## config.mk

```make
export PLATFORM = sky130hd
export DESIGN_NAME = gmii_rx_decoder_flat
export DESIGN_NICKNAME = d
export VERILOG_FILES = /design/src/rtl/gmii_rx_decoder_if.sv /design/src/rtl/gmii_rx_decoder.sv /design/src/flat_wrapper.sv
export SDC_FILE = /design/constraint.sdc
export NUM_CORES = 1
export LEC_CHECK = 0
export CAP_MARGIN = 5
export CORE_MARGIN = 4
export CORE_UTILIZATION = 51
export DETAILED_ROUTE_END_ITERATION = 16
export PLACE_DENSITY = 0.76
export SLEW_MARGIN = 10
export SYNTH_ARGS = -nofsm -noshare
export SYNTH_HDL_FRONTEND = slang
export SYNTH_SLANG_ARGS = --single-unit
```

## constraint.sdc

```tcl
create_clock -name clk -period 3.1 [get_ports clk]
set_clock_uncertainty 0.05 [all_clocks]
set_input_delay 0.62 -clock clk [delete_from_list [all_inputs] [get_ports clk]]
set_output_delay 0.62 -clock clk [all_outputs]
set_load 0.05 [all_outputs]
```

## src/rtl/gmii_rx_decoder_if.sv

```systemverilog
// -----------------------------------------------------------------------------
// gmii_rx_decoder_if
//   Bundles the raw GMII receive pins and the decoded byte stream of
//   gmii_rx_decoder.
//
//   PHY side      : rxd[7:0], rxdv, rxer
//   Stream side   : do_byte[7:0], do_vld, sop, eop
//   Frame status  : stat_crc_err, stat_rx_err, stat_len_err, stat_len[15:0]
//                   (meaningful only while eop=1, zero otherwise)
//   Housekeeping  : drop_cnt[15:0], frames aborted in preamble (saturating)
//
//   master : the decoder (consumes PHY pins, drives the stream)
//   slave  : the PHY/IBUF environment (drives PHY pins, consumes the stream)
// -----------------------------------------------------------------------------
interface gmii_rx_decoder_if;
    logic [7:0]  rxd;
    logic        rxdv;
    logic        rxer;

    logic [7:0]  do_byte;
    logic        do_vld;
    logic        sop;
    logic        eop;
    logic        stat_crc_err;
    logic        stat_rx_err;
    logic        stat_len_err;
    logic [15:0] stat_len;
    logic [15:0] drop_cnt;

    modport master (
        input  rxd, rxdv, rxer,
        output do_byte, do_vld, sop, eop,
        output stat_crc_err, stat_rx_err, stat_len_err, stat_len, drop_cnt
    );

    modport slave (
        output rxd, rxdv, rxer,
        input  do_byte, do_vld, sop, eop,
        input  stat_crc_err, stat_rx_err, stat_len_err, stat_len, drop_cnt
    );
endinterface

```

## src/rtl/gmii_rx_decoder.sv

```systemverilog
// -----------------------------------------------------------------------------
// gmii_rx_decoder
//   Receive-side GMII front end. Registers the PHY pins once, finds and strips
//   preamble/SFD, and emits the frame bytes (FCS included) with SOP/EOP/valid.
//   CRC-32 and frame length are tracked on the fly; a status word is presented
//   together with the last byte so the downstream IBUF can keep or discard it.
//
//   Ports
//     clk      : GMII receive clock (125 MHz)
//     rst      : asynchronous, active-high reset
//     io       : gmii_rx_decoder_if.master (PHY pins in, byte stream and
//                status out, drop counter out)
//
//   Timing: a byte on rxd in cycle n is on do_byte in cycle n+2. Each byte is
//   held one cycle so the decoder can tell, from the next registered rxdv,
//   whether it is the last one; eop and the status word are therefore decoded
//   from the hold register and the input stage register.
// -----------------------------------------------------------------------------
module gmii_rx_decoder #(
    parameter int MIN_LEN      = 64,
    parameter int MAX_LEN      = 1518,
    parameter int MIN_PREAMBLE = 1
) (
    input  logic              clk,
    input  logic              rst,
    gmii_rx_decoder_if.master io
);

    typedef enum logic [1:0] {
        IDLE,
        PREAMBLE,
        DATA,
        DROP
    } state_t;

    localparam logic [7:0]  PRE_BYTE    = 8'h55;
    localparam logic [7:0]  SFD_BYTE    = 8'hD5;
    localparam logic [31:0] CRC_INIT    = 32'hFFFF_FFFF;
    localparam logic [31:0] CRC_POLY    = 32'hEDB8_8320;  // 0x04C11DB7 reflected
    localparam logic [31:0] CRC_RESIDUE = 32'hC704_DD7B;
    localparam logic [2:0]  PRE_CNT_MAX = 3'd7;

    // One byte of the reflected CRC-32, data consumed LSB first.
    function automatic logic [31:0] crc_next(input logic [31:0] crc,
                                             input logic [7:0]  d);
        logic [31:0] c;
        c = crc;
        for (int i = 0; i < 8; i++) begin
            c = (c[0] ^ d[i]) ? ((c >> 1) ^ CRC_POLY) : (c >> 1);
        end
        return c;
    endfunction

    function automatic logic [15:0] sat_inc(input logic [15:0] v);
        return (v == 16'hFFFF) ? v : v + 16'd1;
    endfunction

    // Input stage
    logic [7:0]  s1_d;
    logic        s1_dv;
    logic        s1_er;

    // Decoder state
    state_t      state;
    logic [2:0]  pre_cnt;
    logic [31:0] crc_q;
    logic [15:0] len_q;
    logic        rx_err_q;
    logic [15:0] drop_cnt_q;

    // One-byte hold (output) stage
    logic [7:0]  hold_d;
    logic        hold_vld;
    logic        hold_sop;

    // NOTE: every register written here uses <=, so all of them see the
    // values from before the edge; mixing in = would make the result depend
    // on statement order inside the block.
    always_ff @(posedge clk or posedge rst) begin
        if (rst) begin
            s1_d       <= '0;
            s1_dv      <= 1'b0;
            s1_er      <= 1'b0;
            state      <= IDLE;
            pre_cnt    <= '0;
            crc_q      <= CRC_INIT;
            len_q      <= '0;
            rx_err_q   <= 1'b0;
            drop_cnt_q <= '0;
            hold_d     <= '0;
            hold_vld   <= 1'b0;
            hold_sop   <= 1'b0;
        end else begin
            s1_d  <= io.rxd;
            s1_dv <= io.rxdv;
            s1_er <= io.rxer;

            case (state)
                IDLE: begin
                    if (s1_dv) begin
                        if (s1_d == PRE_BYTE) begin
                            state   <= PREAMBLE;
                            pre_cnt <= 3'd1;
                        end else begin
                            state      <= DROP;
                            drop_cnt_q <= sat_inc(drop_cnt_q);
                        end
                    end
                end

                PREAMBLE: begin
                    if (!s1_dv) begin
                        state      <= IDLE;
                        drop_cnt_q <= sat_inc(drop_cnt_q);
                    end else if (s1_er) begin
                        state      <= DROP;
                        drop_cnt_q <= sat_inc(drop_cnt_q);
                    end else if (s1_d == PRE_BYTE) begin
                        if (pre_cnt != PRE_CNT_MAX) begin
                            pre_cnt <= pre_cnt + 3'd1;
                        end
                    end else if (s1_d == SFD_BYTE &&
                                 32'(pre_cnt) >= MIN_PREAMBLE) begin
                        // Per-frame accumulators restart at SFD.
                        state    <= DATA;
                        crc_q    <= CRC_INIT;
                        len_q    <= '0;
                        rx_err_q <= 1'b0;
                    end else begin
                        state      <= DROP;
                        drop_cnt_q <= sat_inc(drop_cnt_q);
                    end
                end

                DATA: begin
                    if (s1_dv) begin
                        crc_q    <= crc_next(crc_q, s1_d);
                        len_q    <= sat_inc(len_q);
                        rx_err_q <= rx_err_q | s1_er;
                        hold_d   <= s1_d;
                        hold_vld <= 1'b1;
                        // len_q saturates, so it is zero only before byte 1.
                        hold_sop <= (len_q == 16'd0);
                    end else begin
                        // The held byte goes out with eop this cycle.
                        state    <= IDLE;
                        hold_vld <= 1'b0;
                        hold_sop <= 1'b0;
                    end
                end

                DROP: begin
                    if (!s1_dv) begin
                        state <= IDLE;
                    end
                end

                default: state <= IDLE;
            endcase
        end
    end

    // hold_vld is only ever set in DATA, so a held byte with rxdv low at the
    // input stage is exactly the last byte of the frame. The CRC and length
    // already include that byte.
    logic        last_byte;
    logic [31:0] crc_rev;

    assign last_byte = hold_vld & ~s1_dv;
    // The residue is quoted in non-reflected bit order.
    assign crc_rev   = {<<{crc_q}};

    assign io.do_byte      = hold_vld ? hold_d : 8'h00;
    assign io.do_vld       = hold_vld;
    assign io.sop          = hold_vld & hold_sop;
    assign io.eop          = last_byte;
    assign io.stat_crc_err = last_byte & (crc_rev != CRC_RESIDUE);
    assign io.stat_rx_err  = last_byte & rx_err_q;
    assign io.stat_len_err = last_byte & ((32'(len_q) < MIN_LEN) ||
                                          (32'(len_q) > MAX_LEN));
    assign io.stat_len     = last_byte ? len_q : 16'h0000;
    assign io.drop_cnt     = drop_cnt_q;

endmodule

```

## src/flat_wrapper.sv

```systemverilog
// flat-port wrapper written by rule: the top's interface ports become plain ports
module gmii_rx_decoder_flat 
#(
    parameter int MIN_LEN      = 64,
    parameter int MAX_LEN      = 1518,
    parameter int MIN_PREAMBLE = 1
)
  (clk, rst, io_rxd, io_rxdv, io_rxer, io_do_byte, io_do_vld, io_sop, io_eop, io_stat_crc_err, io_stat_rx_err, io_stat_len_err, io_stat_len, io_drop_cnt);
  gmii_rx_decoder_if io_i ();
  input  logic clk;
  input  logic rst;
  input wire logic [$bits(io_i.rxd)-1:0] io_rxd;
  input wire logic [$bits(io_i.rxdv)-1:0] io_rxdv;
  input wire logic [$bits(io_i.rxer)-1:0] io_rxer;
  output wire logic [$bits(io_i.do_byte)-1:0] io_do_byte;
  output wire logic [$bits(io_i.do_vld)-1:0] io_do_vld;
  output wire logic [$bits(io_i.sop)-1:0] io_sop;
  output wire logic [$bits(io_i.eop)-1:0] io_eop;
  output wire logic [$bits(io_i.stat_crc_err)-1:0] io_stat_crc_err;
  output wire logic [$bits(io_i.stat_rx_err)-1:0] io_stat_rx_err;
  output wire logic [$bits(io_i.stat_len_err)-1:0] io_stat_len_err;
  output wire logic [$bits(io_i.stat_len)-1:0] io_stat_len;
  output wire logic [$bits(io_i.drop_cnt)-1:0] io_drop_cnt;
  assign io_i.rxd = io_rxd;
  assign io_i.rxdv = io_rxdv;
  assign io_i.rxer = io_rxer;
  assign io_do_byte = io_i.do_byte;
  assign io_do_vld = io_i.do_vld;
  assign io_sop = io_i.sop;
  assign io_eop = io_i.eop;
  assign io_stat_crc_err = io_i.stat_crc_err;
  assign io_stat_rx_err = io_i.stat_rx_err;
  assign io_stat_len_err = io_i.stat_len_err;
  assign io_stat_len = io_i.stat_len;
  assign io_drop_cnt = io_i.drop_cnt;
  gmii_rx_decoder #(.MIN_LEN(MIN_LEN), .MAX_LEN(MAX_LEN), .MIN_PREAMBLE(MIN_PREAMBLE)) u_core (.clk(clk), .rst(rst), .io(io_i));
endmodule
```

Word-level counts from Yosys, hierarchy flattened
Cells that the tools add are included.
{"block": "totals", "reg_bits": 90, "input_bits": 12, "output_inout_bits": 46, "word_cells": 131}
{"block": "op_classes", "add_sub_neg": 3, "order_cmp": 3, "n_eq_ne": 23, "muxes": 54, "n_bitwise": 23, "reduce_logical": 13}
{"op": "2-to-1 mux 32 bit", "count": 13}
{"op": "2-to-1 mux 16 bit", "count": 14}
{"op": "inverter 13 -> 14 bit", "count": 8}
{"op": "one-hot mux 16 bit (2 select lines)", "count": 2}
{"op": "one-hot mux 32 bit (2 select lines)", "count": 1}
{"op": "adder 16 x 1 -> 16 bit (second input constant)", "count": 2}
{"op": "== test 16 bit (second input constant)", "count": 2}
{"op": "inequality test 32 bit (second input constant)", "count": 1}
{"op": "2-to-1 mux 3 bit", "count": 6}
{"op": "greater-than comparator 16 x 11 -> 1 bit (second input constant)", "count": 1}
{"op": "logical NOT 16 bit", "count": 1}
{"op": "less-than comparator 16 x 7 -> 1 bit (second input constant)", "count": 1}
{"op": "inequality test 2 x 1 -> 1 bit (second input constant)", "count": 7}
{"op": "AND reduction 7 bit", "count": 2}
{"op": "2-to-1 mux 2 bit", "count": 6}
{"op": "inequality test 2 bit (second input constant)", "count": 5}
{"op": "== test 8 x 7 -> 1 bit (second input constant)", "count": 1}
{"op": "== test 8 bit (second input constant)", "count": 1}
{"op": "2-to-1 mux 1 bit", "count": 8}
{"op": "2-to-1 mux 8 bit", "count": 1}
{"op": "inequality test 4 bit (second input constant)", "count": 2}
{"op": "XOR 1 bit", "count": 8}
{"op": "one-hot mux 2 bit (3 select lines)", "count": 1}
{"op": "one-hot mux 3 bit (2 select lines)", "count": 1}
{"op": "other kinds (18)", "count": 24}

Longest topological paths before layout
{"block": "logic_depth", "ltp_word": 18, "depth_mapped": 10}

Worst setup path after synthesis
OpenSTA, ideal clock, no wires.
{"block": "synth_path", "kind": "reg-to-output", "startpoint": "register u_core.len_q[0]", "endpoint": "output port io_stat_len_err", "t_arrival_ps": 1931, "slack_ps": 499, "stages_incl_launch_ff": 8, "cell_sequence": "dfrtp_1 > clkbuf_1 > inv_1 > ha_1 > nor2_1 > o21a_1 > o21ai_0 > a31oi_1"}
{"block": "synth_via", "elab_chain_cells": 3, "elab_cells_between_ends": 4, "cone_classes": "order compare (2); bitwise (1); reduce/logical (1)"}
{"element": "from (decl)", "line_no": "gmii_rx_decoder.sv:67", "text": "logic [15:0] len_q;"}
{"element": "from (signal assigned)", "line_no": "gmii_rx_decoder.sv:138", "text": "len_q <= sat_inc(len_q);"}
{"element": "less-than comparator 16 x 7 -> 1 bit / greater-than comparator 16 x 11 -> 1 bit (equally long branches)", "line_no": "gmii_rx_decoder.sv:179, gmii_rx_decoder.sv:180"}
{"element": "logical OR 1 bit *", "line_no": "gmii_rx_decoder.sv:179", "text": "assign io.stat_len_err = last_byte & ((32'(len_q) < MIN_LEN) ||"}
{"element": "bitwise AND 1 bit *", "line_no": "gmii_rx_decoder.sv:179"}
{"element": "to (decl)", "line_no": "flat_wrapper.sv:21", "text": "output wire logic [$bits(io_i.stat_len_err)-1:0] io_stat_len_err;"}
Mark *: on every way between the ends. The rest lies on a longest branch, timed or not.

Worst setup path after layout
{"block": "layout_path", "startpoint": "register u_core.s1_dv", "endpoint": "output port io_stat_len[0]"}
{"block": "layout_via", "elab_chain_cells": 3}
{"element": "from (decl)", "line_no": "gmii_rx_decoder.sv:60", "text": "logic s1_dv;"}
{"element": "from (signal assigned)", "line_no": "gmii_rx_decoder.sv:95", "text": "s1_dv <= io.rxdv;"}
{"element": "inverter 1 bit", "line_no": "gmii_rx_decoder.sv:169", "text": "assign last_byte = hold_vld & ~s1_dv;"}
{"element": "bitwise AND 1 bit", "line_no": "gmii_rx_decoder.sv:169"}
{"element": "2-to-1 mux 16 bit", "line_no": "gmii_rx_decoder.sv:181", "text": "assign io.stat_len = last_byte ? len_q : 16'h0000;"}
{"element": "to (decl)", "line_no": "flat_wrapper.sv:22", "text": "output wire logic [$bits(io_i.stat_len)-1:0] io_stat_len;"}
No other way between the ends.

==> results.py <==
metrics = {
    "clocking": {
        "clockBufferDepth": 2,
        "cts_hold_buf": 0,
        "worstSkewPairLatency_ps": 360,
        "htree_levels": 3,
        "cts_resized": 0,
        "clk_pin_slew_worst_paths_ps": 90,
        "cts_buffers": 9,
        "cts_sinks": 90,
        "cts_setup_buffers": 0,
        "cts_root_buffer": "clkbuf_8",
        "cts_tree": "done",
    },
    "drt": {
        "routed_via_density": 5.83,
        "drt-pass1-iter-count": 4,
        "ant_nets": 0,
        "via_count": 3938,
        "drt-initial-drc-count": 204,
        "wl_per_cell_um": 17.0,
        "drc_errors": 0,
        "wirelength_um": 11500,
    },
    "sta": {
        "setup_viol": 0,
        "finalCritPeriodShare_pct": 94.5,
        "maxSlewViolCount": 0,
        "setup_slack_ps": 169,
        "max_slew_margin_pct": 50.8,
        "max_freq_mhz": 341,
        "timing.final.crit_period_ps": 2930,
        "worst_pin_slew_ps": 731,
        "rsz0062_at_grt": "no",
        "hold_violations": 0,
        "setup_tns_ps": 0,
    },
    "placed_design": {
        "hpwlAfterDp_um": 8310,
        "placed_cell_area_um2": 5810,
        "place.gp.congestion": 0.861,
        "pre_cts_ws_ps": 422,
        "place_inst": 659,
        "portBuffers": 57,
    },
    "hold_path": {
        "worstHoldStart": "u_core.io.drop_cnt[11]",
        "hold_path_class": "reg2reg",
        "min_path_cells": 1,
        "whs_endpoint": "u_core.io.drop_cnt[11]",
    },
    "global_route": {
        "grt_pass1_vias": 3864,
        "overflow": 0,
        "antenna_found_initial": 0,
        "grt_max_degree": 73,
        "grt_pass1_wl_um": 19300,
        "grt_use_total_pct": 20.7,
    },
    "yosys": {
        "synth_top_family_by_area": "simple AND/OR/NAND/NOR gates",
        "synth_area_leaders": "dfrtp_1 (28%), dfstp_2 (16%), xnor2_1 (6.8%)",
        "synth_mux_area_share_pct": 3.00,
        "synthSimpleGateAreaFrac_pct": 16.7,
        "synth_area_um2": 5140,
        "ys_seq_area_share_pct": 44.6,
        "ys_seq_elements": 90,
        "synth.avg_cell_area_um2": 10.5,
        "synth_most_common_cell": "dfrtp_1",
        "synth_fa_ha_area_share_pct": 2.92,
        "synth_top_area_share_pct": 28.3,
        "syn_inst": 487,
        "synth_compound_area_share_pct": 13.6,
        "synth_xor_area_share_pct": 15.4,
        "synth_edf_count": 0,
        "async_reset_ff_share_pct": 100,
        "yosys.area.top_type": "dfrtp_1",
        "syn_nets": 511,
        "ys.flop_type": "dfrtp_1",
        "synth.distinct_cells": 56,
        "synth_commonest_cells": "dfrtp_1 (58), xnor2_1 (40), nor2_1 (36)",
        "yosys_warnings": 0,
    },
    "power_and_ir_drop": {
        "p_leak_nw": 2.49,
        "ir_drop_mv": 0.786,
        "cellPowerDensity_nw_per_um2": 981,
        "power.total_mw": 5.90,
    },
    "critical_path": {
        "cp-start-kind": "flip-flop",
        "crit_type": "reg2out",
        "r2r_end": "u_core.io.drop_cnt[1]",
        "r2r_setup_slack_ps": 370,
        "r2r_cells": 7,
        "arrival_ps": 2260,
        "cp_max_fo": 19,
        "r2r-start": "u_core.state[1]",
        "required_ps": 2430,
        "end_kind": "output port",
    },
    "status": {
        "status": "finished clean",
    },
    "layout": {
        "layout-drive-gt1-share_pct": 16.4,
        "syn2layout_area_growth_pct": 17.1,
        "antenna_cells": 0,
        "nFillCells": 803,
        "fin_area_um2": 6020,
        "final_nets": 561,
        "final_cells": 675,
    },
    "job": {
        "maxCapViolations": 0,
    },
    "floorplanning": {
        "die_y_um": 108,
        "die_area_um2": 11700,
        "core_area_um2": 9770,
        "ioPinCount": 58,
        "num_rows": 36,
        "initial_core_util_pct": 52.5,
        "die_w_um": 108,
    },
}
[cell families after synthesis]
family	after synthesis
adders and majority gates	12
muxes	14
xor gates and xnor gates	82
buffers and inverters	40
AOI/OAI and AO/OA	93
and+or+nand+nor	156
DFF	90
[per-layer routing]
layer,vias to the layer above,wire [um],global-route usage [%]
met4,0,130,7.03
met3,11,732,4.00
met5,-,0,0
met2,127,5290,32.4
li1,1871,-,-
met1,1929,5330,29.1
[placed cells by master, fill, tap and decap left out, types with 9 or more instances in the layout]
master / instances
clkbuf_8: 9
inv_1: 11
buf_4: 11
nor4_1: 13
a31oi_1: 25
dfstp_2: 32
nor2_1: 36
clkdlybuf4s50_1: 54
xor2_1: 32
o31ai_1: 18
dfrtp_1: 58
nand3_1: 20
and2_1: 12
and3_1: 19
o22a_1: 11
nand2_1: 17
xnor2_1: 40
mux2_2: 11
nor3_1: 9
ha_1: 12
[state kept, by name, indices dropped and copies added (netlist names)]
register	flops
u_core.rx_err_q	1
u_core.state	2
u_core.pre_cnt	3
u_core.s1_dv	1
u_core.hold_d	8
u_core.s1_d	8
u_core.hold_sop	1
u_core.s1_er	1
u_core.io.drop_cnt	16
u_core.io.do_vld	1
u_core.len_q	16
u_core.crc_q	32
[worst max path at each step]
stage               startpoint  cells past startpoint                    end
6_report          u_core.s1_dv                      4         io_stat_len[0]
3_3_place_gp   u_core.state[1]                      7  u_core.io.drop_cnt[1]
3_5_place_dp   u_core.state[1]                      7  u_core.io.drop_cnt[1]
5_1_grt           u_core.s1_dv                      4         io_stat_len[0]
4_1_cts           u_core.s1_dv                      4         io_stat_len[0]
2_1_floorplan              rst                      1       u_core.hold_d[0]
[final cells by class]
type	instances	area, um^2	share of cell area (%)
inverter	13	53.8	0.894
tap	133	166	2.77
multi-input combinational	357	2660	44.2
sequential	90	2290	38.1
clock inverter	7	76.3	1.27
timing repair buffer	66	643	10.7
clock buffer	9	124	2.06
[where the power goes]
part | switching [mW] | total (mW) | internal (mW)
clock | 0.425 | 0.803 | 0.378
combinational | 1.81 | 3.16 | 1.35
sequential | 0.347 | 1.94 | 1.59
total | 2.58 | 5.90 | 3.32
[through the flow]
step	hold slack, ps	util [%]
floorplan	421	-
global placement	423	59.5
detailed placement	427	59.5
CTS	446	61.5
global route	471	61.5
finish	442	61.5
[critical path: stages (launching register included)]
cell and delay (ps):
dfrtp_1 470, clkinvlp_4 270, nand2_1 210, nor2_1 140, clkdlybuf4s50_1 820
Note: power is estimated with default switching activity, not from simulation.
